[src/rtl/sram_arbiter_512x32.sv]
// Two-port arbiter in front of a single-port 512x32 SRAM with 1-cycle read latency.
// Port 0 has priority; port 1 is bounded by a consecutive-grant counter. Macro SRAM_ARB_WRITE_ACK_EN acknowledges writes on rvalid.
module sram_arbiter_512x32 #(
    parameter int MAX_CONSEC = 4,
    parameter int AW         = 9,
    parameter int DW         = 32
) (
    input  logic          clk,
    input  logic          reset_n,
    input  logic          p0_req,
    input  logic          p0_we,
    input  logic [AW-1:0] p0_addr,
    input  logic [DW-1:0] p0_wdata,
    output logic          p0_gnt,
    output logic          p0_rvalid,
    output logic [DW-1:0] p0_rdata,
    input  logic          p1_req,
    input  logic          p1_we,
    input  logic [AW-1:0] p1_addr,
    input  logic [DW-1:0] p1_wdata,
    output logic          p1_gnt,
    output logic          p1_rvalid,
    output logic [DW-1:0] p1_rdata,
    output logic          sram_en,
    output logic          sram_wen,
    output logic [AW-1:0] sram_addr,
    output logic [DW-1:0] sram_wdata,
    input  logic [DW-1:0] sram_rdata
);

    localparam logic [3:0] MAX_CNT = 4'(MAX_CONSEC);
`ifdef SRAM_ARB_WRITE_ACK_EN
    localparam logic WRITE_ACK = 1'b1;
`else
    localparam logic WRITE_ACK = 1'b0;
`endif

    logic [3:0] cnt;
    logic       vld_p1;
    logic       owner_p1;
    logic       we_p1;
    logic       rsp_p1;

    // Stage 0: arbitration and SRAM request mux
    always_comb begin
        p0_gnt = 1'b0;
        p1_gnt = 1'b0;
        if (reset_n) begin
            if (p0_req && p1_req) begin
                if (cnt == MAX_CNT) p1_gnt = 1'b1;
                else                p0_gnt = 1'b1;
            end else if (p0_req) begin
                p0_gnt = 1'b1;
            end else if (p1_req) begin
                p1_gnt = 1'b1;
            end
        end
    end

    always_comb begin
        sram_en    = p0_gnt | p1_gnt;
        sram_wen   = 1'b0;
        sram_addr  = '0;
        sram_wdata = '0;
        if (p0_gnt) begin
            sram_wen   = p0_we;
            sram_addr  = p0_addr;
            sram_wdata = p0_wdata;
        end else if (p1_gnt) begin
            sram_wen   = p1_we;
            sram_addr  = p1_addr;
            sram_wdata = p1_wdata;
        end
    end

    // Counter saturates implicitly: at MAX_CNT with both requesting, port 1 wins and it clears.
    always_ff @(posedge clk) begin
        if (!reset_n)                cnt <= 4'd0;
        else if (p0_gnt && p1_req)   cnt <= cnt + 4'd1;
        else                         cnt <= 4'd0;
    end

    // Stage 1: response owner pipe, aligned with SRAM read data
    always_ff @(posedge clk) begin
        if (!reset_n) begin
            vld_p1   <= 1'b0;
            owner_p1 <= 1'b0;
            we_p1    <= 1'b0;
        end else begin
            vld_p1   <= sram_en;
            owner_p1 <= p1_gnt;
            we_p1    <= sram_wen;
        end
    end

    // Gated by reset_n so an access granted just before reset never reports completion.
    assign rsp_p1    = vld_p1 && reset_n && (!we_p1 || WRITE_ACK);
    assign p0_rvalid = rsp_p1 && !owner_p1;
    assign p1_rvalid = rsp_p1 &&  owner_p1;
    assign p0_rdata  = (p0_rvalid && !we_p1) ? sram_rdata : '0;
    assign p1_rdata  = (p1_rvalid && !we_p1) ? sram_rdata : '0;

endmodule

[config.mk]
export PLATFORM = sky130hd
export DESIGN_NAME = sram_arbiter_512x32
export DESIGN_NICKNAME = d
export VERILOG_FILES = /design/src/rtl/sram_arbiter_512x32.sv
export SDC_FILE = /design/constraint.sdc
export NUM_CORES = 1
export LEC_CHECK = 0
export CORE_AREA = 3 3 89 91
export CTS_BUF_LIST = sky130_fd_sc_hd__clkbuf_16
export CTS_CLUSTER_DIAMETER = 80
export DETAILED_ROUTE_END_ITERATION = 8
export DIE_AREA = 0 0 92 94
export PLACE_DENSITY_LB_ADDON = 0.2
export RECOVER_POWER = 25
export SETUP_SLACK_MARGIN = 0.2
export SYNTH_ARGS = -nofsm -noshare
export SYNTH_HDL_FRONTEND = slang
export SYNTH_SLANG_ARGS = --single-unit
[constraint.sdc]
create_clock -name clk -period 3.8 [get_ports clk]
set_clock_uncertainty 0.15 [all_clocks]
set_input_delay 0.76 -clock clk [delete_from_list [all_inputs] [get_ports clk]]
set_output_delay 0.76 -clock clk [all_outputs]
set_load 0.02 [all_outputs]
Word level (Yosys, flattened, before mapping)
Cells that the tools add are included.

Bits of input ports: 120. Logic and storage cells: 35. Memory bits (writable): 0. Latch bits: 0. ROM bits: 0. Register bits after elaboration: 7. Memories kept: 0.

$lt $le $gt $ge: 0. Div/mod/pow operators: 0. Reductions and logical operators: 11. Muxes and demuxes: 17. Shift-type cells: 0. Bitwise operators: 1. Multiply operators: 0. Eq/ne operators: 1. Add/sub/neg operators: 1.

Operators by type and width (number): $mux 32 (4); $mux 9 (2); $mux 1 (11); $logic_and 1x1->1 (8); $add 4x1->4 const B (1); $eq 4x3->1 const B (1); $logic_not 1->1 (2); $reduce_and 2->1 (1); $or 1x1->1 (1).

Depth between registers and ports, before layout
Depth in word-level cells: 6. Depth in mapped cells: 7. Depth with buffers taken out: 5.

Least setup slack after synthesis
No wires, ideal clock.

Path kind: input to output. Start point: input reset_n. End point: output p1_rdata[22]. Slack: 1.292 ns. Buffers on the path: 1. Cell stages on the path: 4. Arrival time: 1.598 ns. Cell sequence: nand2_1 nor3b_2 buf_2 and2_1.

Cells in the longest elaborated chain, start to end: 5.

RTL lines: start, declared (RTL line 9) `input logic reset_n,`; $logic_and 1x1->1 (2 in a row) (RTL line 97) `assign rsp_p1 = vld_p1 && reset_n && (!we_p1 || WRITE_ACK);`; $logic_and 1x1->1 (RTL line 99) `assign p1_rvalid = rsp_p1 && owner_p1;`; net p1_rvalid (RTL line 22) `output logic p1_rvalid,`; $logic_and 1x1->1 (RTL line 101) `assign p1_rdata = (p1_rvalid && !we_p1) ? sram_rdata : '0;`; $mux 32 (RTL line 101); end, declared (RTL line 23) `output logic [DW-1:0] p1_rdata,`.

The timed path passes the listed nets, and every way through them passes these cells.

Worst setup path after layout
Start point: input reset_n. End point: output p0_rdata[4].

Cells in the longest elaborated chain, start to end: 5.

RTL lines: $logic_and 1x1->1 (2 in a row) (RTL line 97); $logic_and 1x1->1 (RTL line 98) `assign p0_rvalid = rsp_p1 && !owner_p1;`; $logic_and 1x1->1 (RTL line 100) `assign p0_rdata = (p0_rvalid && !we_p1) ? sram_rdata : '0;`; $mux 32 (RTL line 100); end, declared (RTL line 16) `output logic [DW-1:0] p0_rdata,`.

Every way passes these cells.

==> results.sh <==
export IMPL_initial_core_util_pct=16.5
export IMPL_synth_ff_type="dfxtp_1"
export IMPL_powerDensity_nw_per_um2=155
export IMPL_drive_gt1_share_pct=3.18
export IMPL_antenna_cells=0
export IMPL_required_ps=2890
export IMPL_setup_violations=0
export IMPL_drv_cap=0
export IMPL_finalCriticalPeriod_ps=3610
export IMPL_antenna_left=0
export IMPL_htreeDepth=1
export IMPL_grt_pass1_wl_mm=9.72
export IMPL_rows=31
export IMPL_vias=2005
export IMPL_cp_slowest_cell="dlygate4sd3_1"
export IMPL_post_dp_cell_area_sq_um=3610
export IMPL_status="completed"
export IMPL_rsz0062_at_grt="no"
export IMPL_insertion_delay_ps=230
export IMPL_yosys_warnings=0
export IMPL_io_buffers=230
export IMPL_yosysUniqueCellTypes=21
export IMPL_io_pins=231
export IMPL_cts_hold_buffers=0
export IMPL_synth_largest_area_cell="and2_1"
export IMPL_fin_setup_tns_ps=0
export IMPL_grt_ovfl_total=0
export IMPL_dp_slack_ps=212
export IMPL_synthArstFlopShare_pct=0
export IMPL_path_cells="dlygate4sd3_1 -> nand2_1 -> nor3_2 -> buf_12 -> and2_1 -> clkdlybuf4s50_1"
export IMPL_synthTopCellsByArea="and2_1, a22o_1, dfxtp_1, buf_6, buf_2"
export IMPL_slew_headroom_pct=81.3
export IMPL_tritoncts="built"
export IMPL_syn2layout_area_growth_pct=214
export IMPL_numCtsBuffers=3
export IMPL_start_kind="primary input"
export IMPL_die_area_sq_um=8650
export IMPL_syn_area_per_cell_sq_um=7.79
export IMPL_grt_max_degree=45
export IMPL_fillers=674
export IMPL_synth_seq_cells=7
export IMPL_routed_wl_mm=7.10
export IMPL_min_path_type="reg -> reg"
export IMPL_end_kind="primary output"
export IMPL_grt_antenna_before_repair=0
export IMPL_grt_util_all_layers_pct=14.0
export IMPL_drc=0
export IMPL_syn_area_sq_um=1190
export IMPL_netlist_instances=153
export IMPL_fp_dieH_um=94
export IMPL_viasPerCell=4.21
export IMPL_finalWorstSetupSlack_ps=186
export IMPL_path_class="in -> out"
export IMPL_clock_path_buffers=2
export IMPL_post_route_period_util_pct=95.1
export IMPL_place_congestion=0.739
export IMPL_path_buf_inv=3
export IMPL_hold_violations=0
export IMPL_cts_clk_slew_worst_paths_ps=30
export IMPL_coreArea_sq_um=7210
export IMPL_cts_sinks=7
export IMPL_dp_hpwl_mm=5.86
export IMPL_hold_depth=1
export IMPL_firstDrtPassIters=4
export IMPL_grt_pass1_vias=1919
export IMPL_synth_nets=275
export IMPL_fin_nets=500
export IMPL_path_depth=6
export IMPL_critPathMaxFanout=33
export IMPL_die_w_um=92
export IMPL_cpPeakStageDelay_ps=640
export IMPL_clock_fmax_mhz=277
export IMPL_cts_root_buf="clkbuf_16"
export IMPL_synth_edf_count=0
export IMPL_whs_ps=319
export IMPL_synth_top_area_share_pct=33.6
export IMPL_leakage_nw=2.55
export IMPL_path_delay_family="buffers and inverters"
export IMPL_ff2ff_path_depth=6
export IMPL_ys_seq_area_share_pct=11.8
export IMPL_critPathArrivalTime_ps=2700
export IMPL_slew_violations=0
export IMPL_post_drt_wl_per_cell_um=14.9
export IMPL_ir_drop_mv=0.112
export IMPL_stdcell_area_sq_um=3740
export IMPL_worst_pin_slew_ps=280
export IMPL_initialDrtViolationCount=27
-- cells in the final DEF, fill, tap and decap left out --
cell type,instances
dlymetal6s2s_1,70
dlygate4sd3_1,3
clkbuf_1,19
nor3_2,1
nand3_1,1
nand3b_4,1
dlygate4sd2_1,1
a21oi_4,1
o21a_1,2
a21oi_1,1
nor3b_2,1
clkbuf_16,3
clkdlybuf4s50_1,137
o211a_1,1
xor2_1,1
buf_12,4
inv_1,5
a22o_1,43
and2_1,64
dfxtp_1,7
xnor2_1,1
buf_4,1
nand2_1,2
nand4_1,1
nor2_1,4
ha_1,2
-- synthesized netlist by cell type, drive strengths merged, types with 2 or more instances --
master,count
nor2,4
o21a,2
a22o,43
buf,11
clkbuf,4
ha,2
dfxtp,7
nand2,2
inv,4
and2,64
a21oi,2
-- power by group --
group	internal [W]	switching, W	total [W]
Sequential	0.0000763	0.00000167	0.0000780
Clock	0.000137	0.0000416	0.000179
Combinational	0.000197	0.000126	0.000323
-- flip-flops by register name, indices dropped and copies added, names as in the netlist --
name,count
cnt,4
owner_p1,1
vld_p1,1
we_p1,1
-- cell type report --
cell class / count / area [sq um] / area share, %
timing repair buffer: 235 / 2440 / 65.3
tap: 99 / 124 / 3.31
sequential: 7 / 140 / 3.74
multi-input combinational: 127 / 942 / 25.2
clock inverter: 1 / 3.75 / 0.100
inverter: 4 / 15.0 / 0.401
clock buffer: 3 / 75.1 / 2.00
-- per-layer routing --
layer  track usage [%]  up-vias  part of all wire (%)
met3              4.89        7                    11
met2              29.0      143                    54
met1              12.7      859                    34
li1                  -      996                     -
met4              3.71        0                   1.3
met5                 0        -                     0
-- stage by stage --
stage	cells	utilization, %	power [W]
finish	476	51.9	0.000579
global route	476	51.9	0.000608
CTS	476	51.1	0.000603
detailed placement	472	50.1	0.000422
global placement	472	50.1	0.000420
floorplan	153	-	0.000198
-- worst reg2reg max path, cell delays in order (launching register included) --
cell and delay [ps]:
dfxtp_1 330, inv_1 70, ha_1 180, nand3b_4 120
o211a_1 260, buf_12 180, a22o_1 280
-- timing repair --
item                       CTS  global route
setup endpoints to repair    1            98
pin swaps                    0             1
setup buffers                0             0
gates resized for setup      1            89
-- cell families (layout without fill, tap and decap cells) --
group | count (synthesis) | in the layout | share of synthesized area, %
buffers and inverters | 19 | 243 | 9.77
and+or+nand+nor | 75 | 75 | 40.0
DFF | 7 | 7 | 11.8
AOI/OAI and AO/OA | 48 | 48 | 34.9
xor gates and xnor gates | 2 | 2 | 1.47
adders and majority gates | 2 | 2 | 2.10
-- worst paths after layout --
path / start / end / slack, ps
setup / recovery: reset_n / p0_rdata[4] / 190
hold reg to reg: cnt[0]$_SDFF_PN0_ / cnt[0]$_SDFF_PN0_ / 320
hold / removal: cnt[0]$_SDFF_PN0_ / cnt[0]$_SDFF_PN0_ / 320
setup reg to reg: cnt[0]$_SDFF_PN0_ / we_p1$_SDFF_PN0_ / 2120
Power figures use the tool's default switching activity.
